## src/rtl/uart_tx_pkg.sv

```systemverilog
`default_nettype none
// ============================================================================
//  Module   : uart_tx_pkg
//  Brief    : Shared UART definitions: FSM states, line levels, bit-period
//             derivation. Also imported by the receive side.
//  Revision : 1.0 - initial release
// ============================================================================
package uart_tx_pkg;

    // Frame phases of the serialiser
    typedef enum logic [1:0] {
        ST_IDLE  = 2'd0,
        ST_START = 2'd1,
        ST_DATA  = 2'd2,
        ST_STOP  = 2'd3
    } tx_state_e;

    // Line levels for the framing bits
    localparam logic START_BIT = 1'b0;
    localparam logic STOP_BIT  = 1'b1;

    // Clocks per bit period (integer divide)
    function automatic int clk_per_bit(input int clk_rate, input int baud_rate);
        return clk_rate / baud_rate;
    endfunction

endpackage : uart_tx_pkg
`default_nettype wire

```

## src/rtl/uart_tx_baud_tick.sv

```systemverilog
`default_nettype none
// ============================================================================
//  Module   : uart_tx_baud_tick
//  Brief    : Bit-period timer. Counts 0..CLK_PER_BIT-1 and wraps while
//             enabled; synchronous clear restarts it at 0. tick_o is high on
//             the last count of each bit period.
//  Revision : 1.0 - initial release
// ============================================================================
module uart_tx_baud_tick #(
    parameter int CLK_PER_BIT = 8,
    parameter int CNT_W       = (CLK_PER_BIT > 1) ? $clog2(CLK_PER_BIT) : 1
) (
    input  logic             clk,
    input  logic             rst_ni,
    input  logic             clr_i,
    input  logic             en_i,
    output logic [CNT_W-1:0] cnt_o,
    output logic             tick_o
);

    localparam logic [CNT_W-1:0] CNT_MAX = CNT_W'(CLK_PER_BIT - 1);

    logic [CNT_W-1:0] cnt_q;

    // Free-running modulo counter with synchronous restart
    always_ff @(posedge clk or negedge rst_ni) begin
        if (!rst_ni) begin
            cnt_q <= '0;
        end else if (clr_i) begin
            cnt_q <= '0;
        end else if (en_i) begin
            cnt_q <= (cnt_q == CNT_MAX) ? '0 : cnt_q + CNT_W'(1);
        end
    end

    assign cnt_o  = cnt_q;
    assign tick_o = (cnt_q == CNT_MAX);

endmodule : uart_tx_baud_tick
`default_nettype wire

```

## src/rtl/uart_tx.sv

```systemverilog
`default_nettype none
// ============================================================================
//  Module   : uart_tx
//  Brief    : UART transmitter. valid/ready word input with a one-entry
//             holding buffer, serialised as start / DATA_BITS LSB-first /
//             stop. All outputs are registered.
//  Revision : 1.0 - initial release
// ============================================================================
module uart_tx #(
    parameter int DATA_BITS = 8,
    parameter int CLK_RATE  = 8,
    parameter int BAUD_RATE = 1
) (
    input  logic                 clk,
    input  logic                 reset,
    input  logic [DATA_BITS-1:0] data,
    input  logic                 data_valid,
    output logic                 ready,
    output logic                 outgoing_data,
    output logic                 busy,
    output logic                 tx_done
);

    import uart_tx_pkg::*;

    localparam int CLK_PER_BIT = clk_per_bit(CLK_RATE, BAUD_RATE);
    localparam int CNT_W       = (CLK_PER_BIT > 1) ? $clog2(CLK_PER_BIT) : 1;
    localparam int IDX_W       = $clog2(DATA_BITS + 1);

    localparam logic [IDX_W-1:0] IDX_LAST = IDX_W'(DATA_BITS - 1);
    // Count value one cycle before the stop bit ends; used to register tx_done
    localparam logic [CNT_W-1:0] CNT_PRE_LAST = CNT_W'((CLK_PER_BIT >= 2) ? CLK_PER_BIT - 2 : 0);

    generate
        if (CLK_PER_BIT < 2) begin : g_bad_rate
            $error("uart_tx: CLK_RATE/BAUD_RATE must be >= 2");
        end
        if (DATA_BITS < 5 || DATA_BITS > 9) begin : g_bad_width
            $error("uart_tx: DATA_BITS must be 5..9");
        end
    endgenerate

    tx_state_e            state_q, state_d;
    logic [DATA_BITS-1:0] buf_q, buf_d;
    logic                 buf_full_q, buf_full_d;
    logic [DATA_BITS-1:0] shift_q, shift_d;
    logic [IDX_W-1:0]     idx_q, idx_d;
    logic                 line_q, line_d;
    logic                 busy_q, busy_d;
    logic                 done_q, done_d;
    logic                 ready_q, ready_d;
    logic                 load;
    logic                 tick;
    logic [CNT_W-1:0]     bit_cnt;

    // Timer restarts on every frame start so START always lasts a full period
    uart_tx_baud_tick #(
        .CLK_PER_BIT (CLK_PER_BIT),
        .CNT_W       (CNT_W)
    ) u_tick (
        .clk    (clk),
        .rst_ni (reset),
        .clr_i  (load),
        .en_i   (state_q != ST_IDLE),
        .cnt_o  (bit_cnt),
        .tick_o (tick)
    );

    // State, buffer and output registers
    always_ff @(posedge clk or negedge reset) begin
        if (!reset) begin
            state_q    <= ST_IDLE;
            buf_q      <= '0;
            buf_full_q <= 1'b0;
            shift_q    <= '0;
            idx_q      <= '0;
            line_q     <= STOP_BIT;
            busy_q     <= 1'b0;
            done_q     <= 1'b0;
            ready_q    <= 1'b1;
        end else begin
            state_q    <= state_d;
            buf_q      <= buf_d;
            buf_full_q <= buf_full_d;
            shift_q    <= shift_d;
            idx_q      <= idx_d;
            line_q     <= line_d;
            busy_q     <= busy_d;
            done_q     <= done_d;
            ready_q    <= ready_d;
        end
    end

    // Next-state logic: frame sequencing, buffer unload/refill, output levels
    always_comb begin
        state_d    = state_q;
        buf_d      = buf_q;
        buf_full_d = buf_full_q;
        shift_d    = shift_q;
        idx_d      = idx_q;
        line_d     = line_q;
        busy_d     = busy_q;
        load       = 1'b0;
        done_d     = (state_q == ST_STOP) && (bit_cnt == CNT_PRE_LAST);

        case (state_q)
            ST_IDLE: begin
                line_d = STOP_BIT;
                busy_d = 1'b0;
                if (buf_full_q) begin
                    load = 1'b1;
                end
            end
            ST_START: begin
                if (tick) begin
                    state_d = ST_DATA;
                    idx_d   = '0;
                    line_d  = shift_q[0];
                end
            end
            ST_DATA: begin
                if (tick) begin
                    if (idx_q == IDX_LAST) begin
                        state_d = ST_STOP;
                        line_d  = STOP_BIT;
                    end else begin
                        shift_d = shift_q >> 1;
                        idx_d   = idx_q + IDX_W'(1);
                        line_d  = shift_q[1];
                    end
                end
            end
            ST_STOP: begin
                if (tick) begin
                    if (buf_full_q) begin
                        load = 1'b1;
                    end else begin
                        state_d = ST_IDLE;
                        busy_d  = 1'b0;
                        line_d  = STOP_BIT;
                    end
                end
            end
            default: begin
                state_d = ST_IDLE;
            end
        endcase

        // Moving the buffered word into the shift register opens a new frame
        if (load) begin
            state_d    = ST_START;
            shift_d    = buf_q;
            buf_full_d = 1'b0;
            line_d     = START_BIT;
            busy_d     = 1'b1;
        end

        // ready is low whenever the buffer is full, so load and accept never coincide
        if (data_valid && ready_q) begin
            buf_d      = data;
            buf_full_d = 1'b1;
        end

        ready_d = !buf_full_d;
    end

    assign ready         = ready_q;
    assign outgoing_data = line_q;
    assign busy          = busy_q;
    assign tx_done       = done_q;

endmodule : uart_tx
`default_nettype wire

```

## config.mk

```make
export PLATFORM = sky130hd
export DESIGN_NAME = uart_tx
export DESIGN_NICKNAME = d
export VERILOG_FILES = /design/src/rtl/uart_tx_pkg.sv /design/src/rtl/uart_tx_baud_tick.sv /design/src/rtl/uart_tx.sv
export SDC_FILE = /design/constraint.sdc
export NUM_CORES = 1
export LEC_CHECK = 0
export ABC_AREA = 1
export CAP_MARGIN = 15
export CORE_AREA = 2 2 64 60
export CTS_CLUSTER_DIAMETER = 60
export DETAILED_ROUTE_END_ITERATION = 8
export DIE_AREA = 0 0 66 62
export PLACE_DENSITY = 0.64
export SYNTH_ARGS = -nofsm -noshare
export SYNTH_HDL_FRONTEND = slang
export SYNTH_SLANG_ARGS = --single-unit
```

## constraint.sdc

```tcl
create_clock -name clk -period 4.7 [get_ports clk]
set_clock_uncertainty 0.1 [all_clocks]
set_input_delay 0.94 -clock clk [delete_from_list [all_inputs] [get_ports clk]]
set_output_delay 0.94 -clock clk [all_outputs]
set_load 0.01 [all_outputs]
```

==> impl_results.md <==
* Synth warn at 0
* # diodes at 0
* Startpoint types: flop
* Hold bufs inserted after CTS at 0
* Bufs on Longest Clock Path at 2
* Residual DRC count at 0
* DRT Wirelength at 2890 um
* CTS tree: built
* Synth Cell Area at 1500 um^2
* Max H-tree Level at 2
* Initial Util at 42.7%
* Syn Nets at 184
* Syn Area/Cell at 9.17 um^2
* CP Capture Type: flop
* Logic gate share of total power at 8.0%
* Worst slew pin tran at 0.728 ns
* ANT nets after route at 0
* Port buffer count at 14
* Initial DRC Count at 85
* Nets at 202
* Fraction of layout cells with a size suffix above 1 at 10.9%
* Layout area overhead at 17.5%
* Sw Ratio at 21.6%
* Commonest cells after routing, fill and taps aside: nand2_1 (45), dfrtp_1 (28), inv_1 (16), nand3_1 (14), clkdlybuf4s50_1 (14)
* Wire per inst at 12.6 um
* Arr. time, crit path at 2.54 ns
* Die area at 4090 um^2
* Primary FF master, synth: dfrtp_1
* Die height at 62 um
* Core footprint at 3520 um^2
* Clock power frac at 37.8%
* Share of the synthesized area in the top cell type at 46.6%
* Commonest non-fill, non-tap cell in the layout: nand2_1
* Max-Cap Viols at 0
* Register bit count reported by yosys at 30
* Slew headroom at 51.3%
* CP Max Fanout at 21
* Final setup vio count at 0
* Post-synthesis cell count at 164
* Min Tclk post-route at 2.47 ns
* RD Place Congestion at 0.810
* Area contributors post-synth: dfrtp_1 (47%), nand2_1 (11%), ha_1 (7.5%)
* Insertion delay to the later sink of the worst-skew pair at 0.28 ns
* GRT Util Overall at 16.4%
* First-pass GRT wire length at 4860 um
* Vias in the first global route at 1,059
* Critical Path, Cell by Cell: ha_1, ha_1, nand2_1, nand2_1, nand2_1, nand2_1, o21a_1
* DR vias/cell at 5.00
* Worst stage delay on the critical path at 0.54 ns
* Horiz. Die Dim at 66 um
* Cell Count, Final, Fillers Out at 229
* Cells after DPL at 221
* Vias post-DR at 1,144
* Final Hold Fails at 0
* Grt ovf at 0
* Switching pwr at 0.000119 W
* Placed wire-length estimate at 2110 um
* Number of synthesized flops with an enable pin at 0
* Worst-path clk slew at 0.06 ns
* Root Buffer: clkbuf_8
* CP bufs+invs at 0
* Slowest-stage cell, CP: nand2_1
* Num CTS Buffers at 5
* Final worst-path cycle share at 52.5%
* Postcts setup bufs at 0
* FILL cells at 340
* Initial antenna violation count at 0
* Largest net degree at the start of global routing at 31
* Rows at 21
* Post_cts resized at 0
* TNS Setup at 0 ns
* Leakage at 0.905 nW
* FMAX at 405 MHz
* WS Path Type: flop to flop
* Internal power at 0.000430 W
* Yosys top cell by area: dfrtp_1
* Sequential area share after synthesis at 50.1%
* Outcome: completed
* 1st-pass router iterations at 4
* Most frequent CP cell: nand2_1
* Async S/R FF share, synth at 100%
* Io pins at 15
* Max VDD drop at 0.000204 V
* Sequential share of power at 54.2%
* Slew Viols, Final at 0
* Cell family with most CP delay: simple AND/OR/NAND/NOR gates
* Required @ worst endpoint at 4.77 ns
* Hold Crit Class: flop to flop
* RSZ-0062 raised after global routing: false
* Pwr/cell area at 311 nW/um^2
* Post-synthesis cell type count at 22
* CTS sink count at 30
[registers in the layout, indices dropped and copies added (netlist names)]
signal / cells
ready: 1
state_q: 2
buf_full_q: 1
idx_q: 4
buf_q: 8
shift_q: 8
tx_done: 1
outgoing_data: 1
busy: 1
u_tick.cnt_o: 3
[power by group through the flow]
| stage | Clock (W) | Combinational (W) | Sequential [W] |
|---|---|---|---|
| 3_5_place_dp | 0 | 0.0000452 | 0.000302 |
| 2_1_floorplan | 0 | 0.0000250 | 0.000298 |
| 6_report | 0.000207 | 0.0000440 | 0.000297 |
| 3_3_place_gp | 0 | 0.0000432 | 0.000300 |
| 5_1_grt | 0.000228 | 0.0000498 | 0.000301 |
| 4_1_cts | 0.000217 | 0.0000453 | 0.000297 |
[routing by layer]
| metal | track usage (%) | wire [um] | vias to the layer above |
|---|---|---|---|
| met5 | 0 | 0 | - |
| met4 | 7.87 | 58 | 0 |
| met3 | 4.86 | 151 | 7 |
| met2 | 26.8 | 1380 | 37 |
| met1 | 20.3 | 1300 | 531 |
| li1 | - | - | 569 |
[cell usage after synthesis (2+ instances only)]
cell and number:
o21a_1 4, nor2_1 7, inv_1 16, buf_6 2, dfrtp_1 28, ha_1 9, a21oi_1 5, mux2_2 6
or2_2 2, nand2_1 45, dfstp_2 2, o21ai_0 11, nand4_1 4, nand3_1 14, buf_2 2
[path summary, 6_finish.rpt]
kind                                  to            start  cells past startpoint  slack [ns]
max                           shift_q[2]  u_tick.cnt_o[1]                      7        2.23
min                        outgoing_data    outgoing_data                      2        0.37
max reg2reg                   shift_q[2]  u_tick.cnt_o[1]                      7        2.23
min reg2reg                outgoing_data    outgoing_data                      2        0.37
max in group asynchronous          ready            reset                      2        3.23
min in group asynchronous       idx_q[1]            reset                      2        0.95
[area by class of cell]
| type | instances | area, um^2 | area share [%] |
|---|---|---|---|
| Sequential cell | 30 | 753 | 42.6 |
| Timing Repair Buffer | 15 | 148 | 8.36 |
| Clock buffer | 8 | 90.1 | 5.10 |
| Inverter | 17 | 66.3 | 3.75 |
| Multi-Input combinational cell | 113 | 652 | 36.9 |
| Tap cell | 46 | 57.6 | 3.26 |
[metrics by stage]
stage               power, W  instance area [um^2]  utilization, %  worst slack, ns  hold WS (ns)
CTS                 0.000559                  1770            50.2             2.23         0.378
finish              0.000549                  1770            50.2             2.23         0.373
detailed placement  0.000347                  1680            47.6             2.27         0.368
floorplan           0.000323                  1500               -             2.95         0.344
global placement    0.000344                  1680            47.6             2.41         0.361
global route        0.000579                  1770            50.2             1.98         0.404
[worst reg2reg max path, stage by stage, from the launching register on]
cell	delay (ns)
dfrtp_1	0.41
ha_1	0.22
ha_1	0.24
nand2_1	0.10
nand2_1	0.06
nand2_1	0.54
nand2_1	0.42
o21a_1	0.29
[kinds of logic after synthesis]
group	Yosys count	share of synthesized area, %
AOI/OAI and AO/OA	23	9.57
xor gates and xnor gates	1	0.582
and+or+nand+nor	73	20.5
muxes	7	5.16
buffers and inverters	21	6.57
DFF	30	50.1
adders and majority gates	9	7.49
Power figures use the tool's default switching activity.
